===== src/rtl/sweep_pkg.sv =====
// sweep_pkg: shared types and reset defaults for the sweep sequencer.
// Mode and state encodings, stored-config defaults, and the mode decoder.
// The reserved mode code decodes to BOUNCE.
package sweep_pkg;

  typedef enum logic [1:0] {
    UP_WRAP   = 2'd0,
    DOWN_WRAP = 2'd1,
    BOUNCE    = 2'd2
  } mode_t;

  typedef enum logic [1:0] {
    IDLE = 2'd0,
    RUN  = 2'd1,
    HOLD = 2'd2,
    DONE = 2'd3
  } state_t;

  // Dwell field width; also used when the dwell feature is compiled out.
  localparam int DWELL_W = 4;

  // Stored-config reset defaults (bounds default to the full range in the top).
  localparam mode_t             DEF_MODE  = BOUNCE;
  localparam logic [DWELL_W-1:0] DEF_DWELL = '0;

  // Map the raw 2-bit mode field; code 3 is reserved and stored as BOUNCE.
  function automatic mode_t decode_mode(input logic [1:0] m);
    case (m)
      2'd0:    return UP_WRAP;
      2'd1:    return DOWN_WRAP;
      default: return BOUNCE;
    endcase
  endfunction

endpackage


===== src/rtl/sweep_step_dp.sv =====
// sweep_step_dp: count/dir registers with next-value, wrap and terminal decode.
// Latency: load/step take effect at the next clk edge; wrap/at_terminal are combinational.
// Backpressure: none; the sequencer controls stepping through load/step.
module sweep_step_dp
  import sweep_pkg::*;
#(
  parameter int WIDTH = 3
) (
  input  logic             clk,
  input  logic             rst,
  input  logic [WIDTH-1:0] lo,
  input  logic [WIDTH-1:0] hi,
  input  mode_t            mode,
  input  logic             load,
  input  logic [WIDTH-1:0] load_count,
  input  logic             load_dir,
  input  logic             step,
  output logic [WIDTH-1:0] count,
  output logic             dir,
  output logic             wrap,
  output logic             at_terminal
);

  localparam logic [WIDTH-1:0] ONE = WIDTH'(1);

  logic [WIDTH-1:0] nxt_count;
  logic             nxt_dir;

  // Next count/dir for one step; lo==hi in BOUNCE holds the count so it never leaves range.
  always_comb begin
    nxt_count = count;
    nxt_dir   = dir;
    case (mode)
      UP_WRAP:   nxt_count = (count == hi) ? lo : count + ONE;
      DOWN_WRAP: nxt_count = (count == lo) ? hi : count - ONE;
      default: begin
        if (lo == hi) begin
          nxt_count = count;
        end else if (dir) begin
          if (count == hi) begin
            nxt_count = count - ONE;
            nxt_dir   = 1'b0;
          end else begin
            nxt_count = count + ONE;
          end
        end else begin
          if (count == lo) begin
            nxt_count = count + ONE;
            nxt_dir   = 1'b1;
          end else begin
            nxt_count = count - ONE;
          end
        end
      end
    endcase
  end

  // Boundary and period-end decode from the registered count/dir.
  // With lo==hi every BOUNCE position counts as the terminal value.
  always_comb begin
    wrap        = 1'b0;
    at_terminal = 1'b0;
    case (mode)
      UP_WRAP: begin
        wrap        = (count == hi);
        at_terminal = (count == hi);
      end
      DOWN_WRAP: begin
        wrap        = (count == lo);
        at_terminal = (count == lo);
      end
      default: begin
        wrap        = dir ? (count == hi) : (count == lo);
        at_terminal = (count == lo) && (!dir || (lo == hi));
      end
    endcase
  end

  // Count/dir registers: load has priority over step.
  always_ff @(posedge clk) begin
    if (rst) begin
      count <= '0;
      dir   <= 1'b1;
    end else if (load) begin
      count <= load_count;
      dir   <= load_dir;
    end else if (step) begin
      count <= nxt_count;
      dir   <= nxt_dir;
    end
  end

endmodule


===== src/rtl/sweep_seq_ctrl.sv =====
// sweep_seq_ctrl: configures and sequences the triangle/wrap counter (optional macro SWEEP_DWELL_EN).
// Latency: cfg/start act at the next edge; count starts at the initial value the edge after start.
// Backpressure: cfg_ready only in IDLE; cfg offered elsewhere is dropped, pause freezes the sweep.
module sweep_seq_ctrl
  import sweep_pkg::*;
#(
  parameter int WIDTH = 3,
  parameter int CYC_W = 8
) (
  input  logic             clk,
  input  logic             rst,
  input  logic             cfg_valid,
  output logic             cfg_ready,
  input  logic [WIDTH-1:0] cfg_lo,
  input  logic [WIDTH-1:0] cfg_hi,
  input  logic [1:0]       cfg_mode,
  input  logic [CYC_W-1:0] cfg_cycles,
`ifdef SWEEP_DWELL_EN
  input  logic [3:0]       cfg_dwell,
`endif
  input  logic             start,
  input  logic             pause,
  input  logic             abort,
  output logic [WIDTH-1:0] count,
  output logic             dir,
  output logic             busy,
  output logic             wrap,
  output logic             done
);

  localparam logic [WIDTH-1:0] DEF_LO  = '0;
  localparam logic [WIDTH-1:0] DEF_HI  = '1;
  localparam logic [CYC_W-1:0] REM_ONE = CYC_W'(1);

  state_t             state, state_nxt;
  logic [WIDTH-1:0]   lo_q, hi_q;
  mode_t              mode_q;
  logic [CYC_W-1:0]   cycles_q, rem_q;
  logic [DWELL_W-1:0] dwell_q, dwell_cnt_q;

  logic [DWELL_W-1:0] in_dwell;
  logic               cfg_acc;
  logic [WIDTH-1:0]   eff_lo, eff_hi;
  mode_t              eff_mode;
  logic [CYC_W-1:0]   eff_cycles;
  logic [DWELL_W-1:0] eff_dwell;
  logic [WIDTH-1:0]   load_count;
  logic               load_dir;
  logic               load, step, dec_rem, dwell_reload, dwell_dec;
  logic               at_terminal;

`ifdef SWEEP_DWELL_EN
  assign in_dwell = cfg_dwell;
`else
  assign in_dwell = '0;
`endif

  // Effective config: a same-cycle handshake overrides the stored values.
  assign cfg_acc    = (state == IDLE) && cfg_valid;
  assign eff_lo     = cfg_acc ? ((cfg_lo > cfg_hi) ? cfg_hi : cfg_lo) : lo_q;
  assign eff_hi     = cfg_acc ? ((cfg_lo > cfg_hi) ? cfg_lo : cfg_hi) : hi_q;
  assign eff_mode   = cfg_acc ? decode_mode(cfg_mode) : mode_q;
  assign eff_cycles = cfg_acc ? cfg_cycles : cycles_q;
  assign eff_dwell  = cfg_acc ? in_dwell : dwell_q;
  assign load_count = (eff_mode == DOWN_WRAP) ? eff_hi : eff_lo;
  assign load_dir   = (eff_mode != DOWN_WRAP);

  sweep_step_dp #(.WIDTH(WIDTH)) u_dp (
    .clk         (clk),
    .rst         (rst),
    .lo          (lo_q),
    .hi          (hi_q),
    .mode        (mode_q),
    .load        (load),
    .load_count  (load_count),
    .load_dir    (load_dir),
    .step        (step),
    .count       (count),
    .dir         (dir),
    .wrap        (wrap),
    .at_terminal (at_terminal)
  );

  // State register.
  always_ff @(posedge clk) begin
    if (rst) state <= IDLE;
    else     state <= state_nxt;
  end

  // Next state, datapath enables and status outputs.
  // Final period: at the terminal value with one period left, finish without stepping.
  always_comb begin
    state_nxt    = state;
    load         = 1'b0;
    step         = 1'b0;
    dec_rem      = 1'b0;
    dwell_reload = 1'b0;
    dwell_dec    = 1'b0;
    cfg_ready    = 1'b0;
    busy         = 1'b0;
    done         = 1'b0;
    case (state)
      IDLE: begin
        cfg_ready = 1'b1;
        if (start) begin
          load         = 1'b1;
          dwell_reload = 1'b1;
          state_nxt    = pause ? HOLD : RUN;
        end
      end
      RUN: begin
        busy = 1'b1;
        if (abort) begin
          state_nxt = IDLE;
        end else if (pause) begin
          state_nxt = HOLD;
        end else if (dwell_cnt_q != '0) begin
          dwell_dec = 1'b1;
        end else if (at_terminal && (cycles_q != '0) && (rem_q == REM_ONE)) begin
          state_nxt = DONE;
        end else begin
          step         = 1'b1;
          dwell_reload = 1'b1;
          dec_rem      = at_terminal && (cycles_q != '0);
        end
      end
      HOLD: begin
        busy = 1'b1;
        if (abort)       state_nxt = IDLE;
        else if (!pause) state_nxt = RUN;
      end
      default: begin
        done      = 1'b1;
        state_nxt = IDLE;
      end
    endcase
  end

  // Stored configuration, latched on an accepted handshake in IDLE.
  always_ff @(posedge clk) begin
    if (rst) begin
      lo_q     <= DEF_LO;
      hi_q     <= DEF_HI;
      mode_q   <= DEF_MODE;
      cycles_q <= '0;
      dwell_q  <= DEF_DWELL;
    end else if (cfg_acc) begin
      lo_q     <= eff_lo;
      hi_q     <= eff_hi;
      mode_q   <= eff_mode;
      cycles_q <= eff_cycles;
      dwell_q  <= eff_dwell;
    end
  end

  // Remaining-period and dwell counters; both hold while in HOLD.
  always_ff @(posedge clk) begin
    if (rst) begin
      rem_q       <= '0;
      dwell_cnt_q <= '0;
    end else begin
      if (load)         rem_q <= eff_cycles;
      else if (dec_rem) rem_q <= rem_q - REM_ONE;
      if (dwell_reload)   dwell_cnt_q <= eff_dwell;
      else if (dwell_dec) dwell_cnt_q <= dwell_cnt_q - DWELL_W'(1);
    end
  end

endmodule


===== config.mk =====
export PLATFORM = sky130hd
export DESIGN_NAME = sweep_seq_ctrl
export DESIGN_NICKNAME = d
export VERILOG_FILES = /design/src/rtl/sweep_pkg.sv /design/src/rtl/sweep_step_dp.sv /design/src/rtl/sweep_seq_ctrl.sv
export SDC_FILE = /design/constraint.sdc
export NUM_CORES = 1
export LEC_CHECK = 0
export CAP_MARGIN = 20
export CORE_ASPECT_RATIO = 0.7
export CORE_MARGIN = 5
export CORE_UTILIZATION = 40
export CTS_BUF_LIST = sky130_fd_sc_hd__clkbuf_16
export CTS_CLUSTER_SIZE = 10
export DETAILED_ROUTE_END_ITERATION = 8
export PLACE_DENSITY_LB_ADDON = 0.12
export SETUP_SLACK_MARGIN = 0.2
export SLEW_MARGIN = 10
export SYNTH_ARGS = -nofsm -noshare
export SYNTH_HDL_FRONTEND = slang
export SYNTH_HIERARCHICAL = 1
export SYNTH_SLANG_ARGS = --single-unit

===== constraint.sdc =====
create_clock -name clk -period 2.2 [get_ports clk]
set_input_delay 0.44 -clock clk [delete_from_list [all_inputs] [get_ports clk]]
set_output_delay 0.44 -clock clk [all_outputs]
set_load 0.05 [all_outputs]

== Yosys cells after proc, flatten, opt, wreduce, memory -nomap -nowiden ==
Cells that the tools add are included.

* Memories: 0
* Input port bits: 22
* Latch bits: 0
* RAM bits: 0
* Bits in registers: 38
* Output and inout bits: 8
* ROM bits: 0
* Word-level logic and storage cells: 113

* Shift operators: 0
* Reductions and logical operators: 20
* Order comparisons: 1
* Mux-type cells: 61
* Divide/modulo/power cells: 0
* Multiply operators: 0
* Equality and inequality tests: 17
* $add $sub $neg: 4
* Bitwise logic cells: 0

{| class="wikitable"
|+ Operator list
! operator !! count
|-
| 2-to-1 mux 3 bit || 13
|-
| 2-to-1 mux 1 bit || 27
|-
| 2-to-1 mux 8 bit || 3
|-
| 2-to-1 mux 2 bit || 9
|-
| 2-to-1 mux 4 bit || 3
|-
| != test 4 bit (second input constant) || 3
|-
| equality test 3 bit || 3
|-
| equality test 2 x 1 -> 1 bit (second input constant) || 4
|-
| equality test 8 x 1 -> 1 bit (second input constant) || 1
|-
| nonzero test 8 bit || 1
|-
| subtractor 8 x 1 -> 8 bit (second input constant) || 1
|-
| zero test 2 bit || 3
|-
| case mux 1 bit (2 select lines) || 3
|-
| case mux 2 bit (3 select lines) || 1
|-
| case mux 3 bit (2 select lines) || 1
|-
| nonzero test 2 bit || 3
|-
| logical AND 1 bit || 4
|-
| != test 2 x 1 -> 1 bit (second input constant) || 2
|-
| != test 2 bit (second input constant) || 2
|-
| case mux 2 bit (2 select lines) || 1
|-
| AND reduction 4 bit || 1
|-
| nonzero test 4 bit || 1
|-
| OR reduction 2 bit || 2
|-
| subtractor 4 x 1 -> 4 bit (second input constant) || 1
|-
| 10 further kinds || 10
|}

== Longest topological paths before layout ==
Gate-level depths: netlist of run 1.

* Depth in word-level cells: 13
* Mapped depth: 11
* Gate-level depth less buffers: 10

== Cells and area by module ==
The synthesis of run 1 kept the hierarchy.

{| class="wikitable"
|+ By module, submodules not included
! module !! cells each !! area each (µm²) !! times used !! seq. area each (µm²)
|-
| sweep_seq_ctrl || 244 || 2,103.3 || 1 || 680.7
|-
| sweep_step_dp || 92 || 780.7 || 1 || 80.1
|}

== Worst setup path before layout of run 1 ==
OpenSTA, ideal clock, no wires.

* Kind: register to register
* From: register u_dp.count[0]
* To: register u_dp.count[1]
* Path slack: -474 ps
* Buffers on the path: 1
* Required time: 2,141 ps
* Library setup time: 59 ps
* Cell stages (with the launch flop): 11
* Arrival: 2,615 ps
* Clock period less this slack: 2,674 ps
* Cell sequence: dfxtp_1 > buf_6 > xnor2_1 > nand3_1 > nor2_1 > a21oi_1 > o21ai_1 > o2111ai_2 > and3_1 > a211oi_1 > a22o_1

* Longest elaborated chain between the ends: 12
* Elaborated cells between the ends (all ways): 24
* Those cells by class: 2 x add/sub; 2 x eq/ne; 15 x mux; 5 x reduce/logical

{| class="wikitable"
|+ Ends and longest elaborated chain
! what !! RTL line !! source
|-
| from (decl) || sweep_step_dp.sv:18 || <nowiki>output logic [WIDTH-1:0] count,</nowiki>
|-
| from (signal assigned) || sweep_step_dp.sv:85 || <nowiki>count <= load_count;</nowiki>
|-
| from (signal assigned) || sweep_step_dp.sv:88 || <nowiki>count <= nxt_count;</nowiki>
|-
| equality test 3 bit || sweep_step_dp.sv:70, sweep_step_dp.sv:74 ||
|-
| logical AND 1 bit || sweep_step_dp.sv:74 || <nowiki>at_terminal = (count == lo) && (!dir || (lo == hi));</nowiki>
|-
| case mux 1 bit (2 select lines) * || sweep_step_dp.sv:63 || <nowiki>case (mode)</nowiki>
|-
| named net at_terminal || sweep_seq_ctrl.sv:50 || <nowiki>logic at_terminal;</nowiki>
|-
| logical AND 1 bit * (2 in series) || sweep_seq_ctrl.sv:119 || <nowiki>end else if (at_terminal && (cycles_q != '0) && (rem_q == REM_ONE)) begin</nowiki>
|-
| 2-to-1 mux 1 bit * || sweep_seq_ctrl.sv:119 ||
|-
| 2-to-1 mux 1 bit * || sweep_seq_ctrl.sv:117 || <nowiki>end else if (dwell_cnt_q != '0) begin</nowiki>
|-
| 2-to-1 mux 1 bit * || sweep_seq_ctrl.sv:115 || <nowiki>end else if (pause) begin</nowiki>
|-
| 2-to-1 mux 1 bit * || sweep_seq_ctrl.sv:113 || <nowiki>if (abort) begin</nowiki>
|-
| 2-to-1 mux 1 bit * || sweep_seq_ctrl.sv:102 || <nowiki>case (state)</nowiki>
|-
| named net step || sweep_seq_ctrl.sv:49 || <nowiki>logic load, step, dec_rem, dwell_reload, dwell_dec;</nowiki>
|-
| nonzero test 2 bit (no source line) * || - ||
|-
| AND reduction 2 bit (no source line) * || - ||
|}

Mark *: on every way through the listed nets, which the timed path passes. The rest lies on a longest branch. The select of a mux whose other input is x is not followed.
A chain may end at the register's enable or synchronous reset.

== Worst setup path after layout of run 1 ==
* From: register u_dp.count[0]
* To: register rem_q[3]

* Longest elaborated chain between the ends: 11
* Elaborated cells between the ends (all ways): 12
* Those cells by class: 2 x eq/ne; 6 x mux; 4 x reduce/logical

{| class="wikitable"
|+ Ends and longest elaborated chain
! what !! RTL line !! source
|-
| equality test 3 bit || sweep_step_dp.sv:70, sweep_step_dp.sv:74 ||
|-
| logical AND 1 bit || sweep_step_dp.sv:74 ||
|-
| case mux 1 bit (2 select lines) * || sweep_step_dp.sv:63 ||
|-
| named net at_terminal || sweep_seq_ctrl.sv:50 ||
|-
| logical AND 1 bit * || sweep_seq_ctrl.sv:119, sweep_seq_ctrl.sv:124 ||
|-
| logical AND 1 bit || sweep_seq_ctrl.sv:119 ||
|-
| 2-to-1 mux 1 bit * || sweep_seq_ctrl.sv:119 ||
|-
| 2-to-1 mux 1 bit * || sweep_seq_ctrl.sv:117 ||
|-
| 2-to-1 mux 1 bit * || sweep_seq_ctrl.sv:115 ||
|-
| 2-to-1 mux 1 bit * || sweep_seq_ctrl.sv:113 ||
|-
| 2-to-1 mux 1 bit * || sweep_seq_ctrl.sv:102 ||
|-
| nonzero test 2 bit (no source line) * || - ||
|-
| to (signal assigned) || sweep_seq_ctrl.sv:162 || <nowiki>if (load) rem_q <= eff_cycles;</nowiki>
|-
| to (signal assigned) || sweep_seq_ctrl.sv:163 || <nowiki>else if (dec_rem) rem_q <= rem_q - REM_ONE;</nowiki>
|-
| to (decl) || sweep_seq_ctrl.sv:38 || <nowiki>logic [CYC_W-1:0] cycles_q, rem_q;</nowiki>
|}

Mark *: on every way through the listed nets, which the timed path passes. The rest lies on a longest branch.

==> results of run 1 <==
==> worst min-delay path, delay by kind of cell, from the launching register on <==
family	cells	cell delay, ns
DFF	1	0.30
buffers and inverters	1	0.05
and+or+nand+nor	1	0.06
==> flip-flops by register name (all words and copies together) (netlist names), 2 cells and up <==
name,flops
mode_q,2
hi_q,3
rem_q,8
cycles_q,8
state,2
dwell_cnt_q,4
u_dp/count,3
lo_q,3
dwell_q,4
==> cell usage in the layout, fill, tap and decap left out, drive strengths merged, types with 9 or more instances in the layout <==
master / netlist / final
buf: 8 / 77
dfxtp: 38 / 38
inv: 23 / 24
nand2: 22 / 22
nor2: 22 / 22
mux2i: 16 / 16
clkdlybuf4s50: 0 / 15
a21oi: 15 / 15
o21ai: 15 / 15
ha: 13 / 13
a211oi: 12 / 12
nand3: 10 / 10
xnor2: 9 / 9
==> cell families after synthesis <==
group                      Yosys count
and+or+nand+nor                    114
buffers and inverters               39
adders and majority gates           13
xor gates and xnor gates            14
DFF                                 38
muxes                               19
AOI/OAI and AO/OA                   99
==> worst paths after layout <==
path / endpoint / slack (ns) / cells after the start
min: dwell_q[1]$_SDFFE_PP0P_ / 0.43 / 2
max reg2reg: rem_q[3]$_SDFFE_PP0P_ / 0.06 / 9
max: rem_q[3]$_SDFFE_PP0P_ / 0.06 / 9
min reg2reg: dwell_q[1]$_SDFFE_PP0P_ / 0.43 / 2
==> cells in the mapped netlist, types with 4 or more instances <==
master    count
dfxtp_1      38
xnor2_1       9
nor4bb_1      4
nor2b_1       5
nand3_1       9
o31a_1        6
a21oi_1      15
mux2i_1      16
or3_1         5
nor2_1       22
nand2_1      22
nand2b_1      4
o21ai_1       5
a21o_1        8
o31ai_1       5
a31oi_1       6
or4_1         5
clkbuf_1      7
ha_1         13
buf_6         4
nor4_1        5
a211oi_1     12
nand3b_1      4
o21ai_0      10
inv_1        23
nor3_1        5
==> final cells by class <==
class / count / area (sq um) / area share (%)
flip-flops and latches: 38 / 788 / 17.9
multi-input cells: 259 / 2380 / 54.2
inverters: 24 / 90.1 / 2.05
clock buffers: 5 / 125 / 2.85
clock inverters: 3 / 12.5 / 0.285
well taps: 94 / 118 / 2.68
repair buffers: 102 / 877 / 20.0
==> repair_timing <==
action	CTS	global route
endpoints found under the setup margin	27	20
pin swaps	22	11
setup buffers	6	3
endpoints found under the hold margin	0	0
gates resized for setup	73	18
==> where the power goes <==
part	switching, uW	internal, uW
registers	163	796
logic	1010	955
clock network	282	410
total	1450	2160
==> per-layer routing <==
metal  vias to the layer above  routed length [um]
li1                       1457                   -
met1                      1398                4220
met2                        55                3610
met3                         8                 325
met4                         0                  76
met5                         -                   0
==> stage by stage <==
step	std cells	instance area, sq um	util [%]
final	525	4390	63.9
after global routing	525	4390	63.9
after CTS	522	4260	61.9
after detailed placement	508	3790	55.0
after global placement	508	3790	55.0
after floorplan	336	2990	-
==> impl_metrics.toml, run 1 <==
[yosys]
synthCells = 336
yosys_warnings = 6
syn_area_per_cell_sq_um = 8.58
synthFlopType = "dfxtp_1"
synth_top_family_by_area = "compound AO/OA/AOI/OAI gates"
synth.area.mux_share_pct = 6.98
ys_top_cells_by_area = "dfxtp_1, ha_1, mux2i_1"
synth_fa_ha_area_share_pct = 5.64
ys_ff_latch = 38
synth_compound_area_share_pct = 26.2
synth_cell_type_count = 68
yosys.area_share.simple_pct = 23.5
synthArstFlopShare_pct = 0
syn_area_sq_um = 2880
synth_xor_area_share_pct = 5.03
synth_area_leader_cell = "dfxtp_1"
synth-edff-count = 0
synth_top_area_share_pct = 26.4
synth_seq_area_share_pct = 26.4
synthesis.nets = 371

[placed_design]
portBuffers = 29
dp_hpwl_um = 6070
place_ws_ns = -0.475
routabilityCongestion = 0.839

[global_routing]
first_global_vias = 2891
antenna_found_initial = 0
grt_use_total_pct = 19.2
grt_overflow = 0
met2_usage_pct = 31.9
met1_usage_pct = 26.4
met3_usage_pct = 3.57
busiest_layer = "met2"
grt_pass1_wl_um = 14200
grt_max_degree = 17

[critical_path]
cp-start-kind = "register"
critPathCaptureType = "register"
critical_path_class = "register to register"
crit_chain = "xor2_4 -> nor3_4 -> a21oi_2 -> o21ai_4 -> o2111ai_4 -> buf_12 -> buf_4 -> o31ai_2 -> a31oi_4"
r2r-start = "u_dp/count[0]$_SDFFE_PP0P_"
crit_path_top_delay_cell = "dfxtp_4"
path_buf_inv = 2
worstPathRequired_ns = 2.36
arrival_ns = 2.30
path_delay_family = "compound AO/OA/AOI/OAI gates"
cp_slowest_stage_delay_ns = 0.38
crit_start = "u_dp/count[0]$_SDFFE_PP0P_"
path_max_fanout = 5

[route]
drc = 0
drt_iter0_drc = 151
first_pass_iters = 4
wl_um = 8230
postRouteAntennaNets = 0
viasPerCell = 5.56
route.vias.total = 2918
wl_per_cell_um = 15.7

[flow_run]
maxCapViolations = 0

[floorplan]
start_util_pct = 41.9
die_y_um = 81.0
coreArea_sq_um = 6880
rows = 25
die_area_sq_um = 9040
die_x_um = 111
io_pins = 30

[clock_tree]
clock_tree.root_cell = "clkbuf_16"
cts_made_buffers = 5
htreeDepth = 2
worstSkewPairLatency_ns = 0.28
clk_pin_slew_ns = 0.06
hold_buffers = 0
clock-sinks = 38
cts_buffer_depth = 2
cts_tree = "done"

[timing]
slew_headroom_pct = 62.8
slew_violations = 0
finalSetupViolCount = 0
fmax_ghz = 0.468
rsz0062_at_grt = "true"
hold_ws_ns = 0.432
skew_ns = 0.00842
layout_min_cycle_time_ns = 2.14
hold_viol = 0
setup_ws_ns = 0.0638
setup_tns_ns = 0
tightest_slew_ns = 0.556
finalCritPeriodShare_pct = 97.1

[power_and_ir_drop]
power.total_uw = 3620
power_density_nw_per_um2 = 823
p_leak_uw = 0.00178
vdd_drop_max_v = 0.000513

[layout]
antennaDiodeCount = 0
fin_nets = 465
drive_gt1_share_pct = 38.3
fillers = 592
area_growth_pct = 52.4

[min_path]
hold_start = "dwell_q[1]$_SDFFE_PP0P_"
min_path_type = "register to register"

[run_status]
status = "finished, final reports clean"
Power figures use the tool's default switching activity.
==> inputs of run 2 (changes only) <==
TNS_END_PERCENT = 5   (was default)
==> run 2 against run 1 <==
Effect of this change: highest routed layer unchanged; register-to-register slack improved by 0.02 ns; design area decreased by 2.5%; clock power increased by 30%; sequential cell count unchanged; final cell count decreased by 0.38%; non-clock buffer count decreased by 2; largest power group unchanged; global-route usage decreased by 0.94 points; critical path type unchanged; critical path depth decreased by 1; routed wire length decreased by 1.2%; fmax increased by 1.1%.
==> impl_metrics.toml, run 2 (synthesis results as in run 1) <==
[floorplan]
start_util_pct = 41.9
io_pins = 30
rows = 25
die_x_um = 111
coreArea_sq_um = 6880
die_area_sq_um = 9040
die_y_um = 81.0

[layout]
area_growth_pct = 48.6
largestRegisters = "cycles_q (8), rem_q (8)"
final_common_cell = "buf_4"
final_cell_mix = "buf_4, dfxtp_1, nand2_1, nor2_1, inv_1"
fin_nets = 463
drive_gt1_share_pct = 35.4
fillers = 611
antennaDiodeCount = 0

[timing]
hold_ws_ns = 0.434
tightest_slew_ns = 0.503
fmax_ghz = 0.473
layout_min_cycle_time_ns = 2.11
rsz0062_at_grt = "true"
finalCritPeriodShare_pct = 96.0
hold_viol = 0
skew_ns = 0.00789
slew_violations = 0
slew_headroom_pct = 66.4
finalSetupViolCount = 0

[clock_tree]
hold_buffers = 0
htreeDepth = 2
clock-sinks = 38
clock_tree.root_cell = "clkbuf_16"
cts_tree = "done"
worstSkewPairLatency_ns = 0.28
clk_pin_slew_ns = 0.06
cts_buffer_depth = 2
cts_made_buffers = 5

[route]
wl_per_cell_um = 15.5
drt-met1-wl_um = 4380
drc = 0
wl_met2_um = 3390
postRouteAntennaNets = 0
viasPerCell = 5.45
route.vias.total = 2848
wl_um = 8130
wl_met3_um = 280
first_pass_iters = 4
top_layer = "met4"
drt_iter0_drc = 132

[critical_path]
critical_path_class = "register to register"
cp-start-kind = "register"
path_delay_family = "compound AO/OA/AOI/OAI gates"
path_max_fanout = 4
cp_slowest_stage_delay_ns = 0.37
arrival_ns = 2.28
cpMostUsedCell = "o31a_1"
crit_chain = "xor2_2 -> nor3_4 -> a21oi_2 -> o21ai_4 -> o2111ai_4 -> buf_6 -> o31a_1 -> o31a_1"
worstPathRequired_ns = 2.37
critPathCaptureType = "register"
crit_path_top_delay_cell = "dfxtp_4"
path_buf_inv = 1

[power_and_ir_drop]
power_density_nw_per_um2 = 866
p_leak_uw = 0.00182
vdd_drop_max_v = 0.000514
power.total_uw = 3710

[global_routing]
grt_pass1_wl_um = 13600
grt_overflow = 0
antenna_found_initial = 0
grt_max_degree = 35
grt_use_total_pct = 18.3
first_global_vias = 2777

[run_status]
status = "finished, final reports clean"

[placed_design]
dp_hpwl_um = 6000
routabilityCongestion = 0.814
portBuffers = 29

[flow_run]
maxCapViolations = 0

[min_path]
min_path_type = "register to register"
-- run 2: cell types whose count changed in the layout (fill, tap and decap cells not counted), moves of 3 or more --
cell,previous run,this run
buf_6,7,3
clkdlybuf4s15_2,3,0
dfxtp_1,26,29
dlymetal6s2s_1,0,3
xnor2_2,1,6
xnor2_4,6,2
-- run 2: worst reg2reg max path: stages (launching register included) --
cell and delay [ns]:
dfxtp_4 0.37, xor2_2 0.20, nor3_4 0.27, a21oi_2 0.11, o21ai_4 0.21, o2111ai_4 0.19, buf_6 0.17, o31a_1 0.27
o31a_1 0.23
-- run 2: metrics by stage --
stage	TNS (ns)	cells	cell area (sq um)	worst slack (ns)	utilization, %
final	0	523	4290	0.0881	62.3
after global routing	-0.154	523	4290	-0.0505	62.3
after CTS	0	522	4150	0.0229	60.3
after detailed placement	-2.21	508	3810	-0.508	55.4
after global placement	-1.81	508	3810	-0.450	55.4
after floorplan	-0.0551	336	2990	-0.0143	-
-- run 2: path summary, 6_finish.rpt --
kind | endpoint | depth (start not counted) | startpoint | slack [ns]
worst min register to register | dwell_q[1]$_SDFFE_PP0P_ | 2 | dwell_q[1]$_SDFFE_PP0P_ | 0.43
worst max register to register | rem_q[5]$_SDFFE_PP0P_ | 8 | u_dp/count[2]$_SDFFE_PP0P_ | 0.09
worst max-delay path | rem_q[5]$_SDFFE_PP0P_ | 8 | u_dp/count[2]$_SDFFE_PP0P_ | 0.09
worst min-delay path | dwell_q[1]$_SDFFE_PP0P_ | 2 | dwell_q[1]$_SDFFE_PP0P_ | 0.43
-- run 2: what timing repair did --
| action | in CTS | in global routing |
|---|---|---|
| pin swaps | 10 | 9 |
| endpoints found under the setup margin | 27 | 22 |
| resized for setup | 32 | 25 |
| buffers inserted | 6 | 1 |
-- run 2: power breakdown --
part | total (uW) | internal, uW | switching, uW
clock network | 898 | 606 | 293
registers | 937 | 793 | 144
logic | 1880 | 911 | 965
-- run 2: area by class of cell --
class | count | area [sq um] | share of cell area (%)
clock buffers | 6 | 150 | 3.50
repair buffers | 100 | 861 | 20.1
multi-input cells | 259 | 2250 | 52.5
inverters | 24 | 90.1 | 2.10
well taps | 94 | 118 | 2.74
clock inverters | 2 | 38.8 | 0.905
flip-flops and latches | 38 | 779 | 18.2
-- run 2: routing by layer --
| layer | track usage, % | vias to the layer above |
|---|---|---|
| met3 | 3.35 | 8 |
| met5 | 0 | - |
| met1 | 27.1 | 1333 |
| li1 | - | 1457 |
| met2 | 27.5 | 50 |
| met4 | 4.25 | 0 |
==> inputs of run 3 (changes only) <==
ABC_AREA = 1   (was default)
SETUP_SLACK_MARGIN = 0.05   (was 0.2)
==> run 3 against run 2 <==
Effect of this change: count of clock-buffer cells in the layout fell by 1; via count fell by 4.7%; setup slack improved by 0.013 ns; global-route usage fell by 0.74 points; non-clock buffer count fell by 41; sequential power rose by 27%; fmax rose by 0.60%; total power rose by 34%.
==> impl_metrics.toml, run 3 <==
[run_status]
status = "finished, final reports clean"

[critical_path]
crit_path_top_delay_cell = "clkdlybuf4s50_1"
cp-start-kind = "register"
path_delay_family = "buffers and inverters"
path_buf_inv = 1
path_max_fanout = 3
crit_chain = "ha_1 -> clkdlybuf4s50_1"
arrival_ns = 1.66
cp.depth = 2
cp_slowest_stage_delay_ns = 0.82
reg2reg_depth = 14
critPathCaptureType = "primary output"
critical_path_class = "register to primary output"
worstPathRequired_ns = 1.76

[power_and_ir_drop]
cell_internal_pwr_uw = 2570
seqPwrFrac_pct = 23.9
clockPowerShare_pct = 13.8
power_density_nw_per_um2 = 1390
p_leak_uw = 0.00168
sw_frac_of_total_pct = 48.3
netSwitchingPower_uw = 2400
vdd_drop_max_v = 0.000427
p_comb_share_pct = 62.3

[route]
drc = 0
route.vias.total = 2714
first_pass_iters = 5
wl_per_cell_um = 12.4
postRouteAntennaNets = 0
viasPerCell = 4.80
drt_iter0_drc = 116
wl_um = 7040

[yosys]
synthesis.nets = 451
yosys_warnings = 6
synthTopCellsByCount = "nand2_1, nor2_1, inv_1"
synth_cell_type_count = 35
synth_area_leader_cell = "dfxtp_1"
synth-edff-count = 0
ys_top_cells_by_area = "dfxtp_1, nand2_1, nand3_1"
syn_area_sq_um = 2750
synth.most_common_cell = "nand2_1"
synth_top_area_share_pct = 27.7
synth_seq_area_share_pct = 27.7
ys_ff_latch = 38
syn_area_per_cell_sq_um = 6.60
synthCells = 416
synthArstFlopShare_pct = 0
synthFlopType = "dfxtp_1"

[clock_tree]
cts_made_buffers = 5
hold_buffers = 0
htreeDepth = 2
clock_tree.root_cell = "clkbuf_16"
clk_pin_slew_ns = 0.06
cts_buffer_depth = 2
cts_tree = "done"
clock-sinks = 38
worstSkewPairLatency_ns = 0.28

[timing]
tightest_slew_ns = 0.504
fmax_ghz = 0.476
layout_min_cycle_time_ns = 2.10
skew_ns = 0.00622
slew_violations = 0
slew_headroom_pct = 66.3
finalSetupViolCount = 0
setup_ws_ns = 0.101
rsz0062_at_grt = "true"
hold_viol = 0
finalCritPeriodShare_pct = 95.4

[global_routing]
antenna_found_initial = 0
grt_max_degree = 24
grt_use_total_pct = 17.6
grt_pass1_wl_um = 12200
first_global_vias = 2557
grt_overflow = 0

[floorplan]
die_area_sq_um = 8650
die_x_um = 109
start_util_pct = 40.9
rows = 25
io_pins = 30
coreArea_sq_um = 6730
die_y_um = 79.3

[flow_run]
maxCapViolations = 0

[placed_design]
dp_hpwl_um = 5340
place_ws_ns = -0.386
routabilityCongestion = 0.856
portBuffers = 29

[layout]
fin_util_pct = 53.2
area_growth_pct = 30.2
largestRegisters = "cycles_q (8), rem_q (8)"
drive_gt1_share_pct = 22.0
fin_nets = 506
antennaDiodeCount = 0
final_cell_mix = "nand2_1, nor2_1, inv_1, nand3_1"
final_common_cell = "nand2_1"

[min_path]
min_path_type = "register to register"
hold_path_depth = 2
[run 3: cell types whose count changed after synthesis, moves of 6 or more]
cell and delta:
nand3_1 +32, inv_1 +20, o31a_1 -6, a211oi_1 -12, mux2i_1 -13, o21ai_0 +14, nand2_1 +85, a21o_1 -8
nor2_1 +23, nand2_2 +10
[run 3: final cells by class]
cell class / instances / area (sq um)
Sequential cell: 38 / 774
Tap cell: 94 / 118
Inverter: 49 / 185
Timing Repair Buffer: 59 / 541
Fill cell: 696 / 3150
Multi-Input combinational cell: 318 / 1820
Clock inverter: 3 / 12.5
Clock buffer: 5 / 125
[run 3: kinds of logic (layout without fill, tap and decap cells)]
group | count (synthesis) | count (layout) | share of synthesized area (%)
XOR/XNOR | 13 | 13 | 4.14
adder cells (fa/ha/maj) | 13 | 13 | 5.92
flip-flops | 38 | 38 | 27.7
AND/OR/NAND/NOR | 234 | 234 | 40.6
AO/OA/AOI/OAI | 55 | 55 | 11.3
buffers and inverters | 60 | 116 | 9.24
multiplexers | 3 | 3 | 1.09
[run 3: repair_timing]
| action | CTS | global route |
|---|---|---|
| setup endpoints to repair | 7 | 15 |
| pin swaps | 0 | 2 |
| buffers inserted | 0 | 2 |
| gates resized for setup | 10 | 20 |
[run 3: power groups by stage]
stage / Sequential (uW) / Clock, uW / Combinational (uW)
global placement: 1190 / 0 / 2970
floorplan: 1210 / 0 / 2230
CTS: 1180 / 696 / 3060
global route: 1230 / 735 / 3470
finish: 1190 / 687 / 3100
detailed placement: 1190 / 0 / 3020
[run 3: final timing paths]
check                          endpoint  slack (ns)                       start
min             dwell_q[0]$_SDFFE_PP0P_        0.45     dwell_q[0]$_SDFFE_PP0P_
min reg2reg     dwell_q[0]$_SDFFE_PP0P_        0.45     dwell_q[0]$_SDFFE_PP0P_
max                                done        0.10       state[1]$_SDFFE_PP0P_
max reg2reg  u_dp/count[1]$_SDFFE_PP0P_        0.24  u_dp/count[0]$_SDFFE_PP0P_
[run 3: metrics by stage]
| stage | std cells | hold slack [ns] | TNS, ns | cell area [sq um] | total power, uW |
|---|---|---|---|---|---|
| 6_report | 566 | 0.445 | 0 | 3580 | 4970 |
| 5_1_grt | 566 | 0.480 | -0.0332 | 3580 | 5430 |
| 4_1_cts | 564 | 0.447 | 0 | 3490 | 4930 |
| 3_5_place_dp | 556 | 0.438 | -1.30 | 3330 | 4210 |
| 3_3_place_gp | 556 | 0.427 | -0.964 | 3330 | 4160 |
| 2_1_floorplan | 416 | 0.418 | 0 | 2760 | 3440 |
[run 3: worst register-to-register path, cell delays in order (launching register included)]
cell and delay [ns]:
dfxtp_4 0.38, inv_2 0.12, nand2_1 0.06, nand2_1 0.07, nand3_2 0.11, nor2_4 0.12, a31o_2 0.11, inv_1 0.07
o21ai_2 0.11, nand3_2 0.14, nand2_4 0.08, inv_1 0.07, a21oi_4 0.22, nand2_1 0.09, a21oi_2 0.14
[run 3: layer usage]
metal  share of wire, %  routed length (um)  global-route usage, %  vias to the layer above
met5                  0                   0                      0                        -
met4                1.0                  71                   4.16                        0
met3                4.6                 321                   3.09                        8
met2                 42                2980                   25.6                       53
met1                 52                3660                   26.5                     1200
li1                   -                   -                      -                     1453
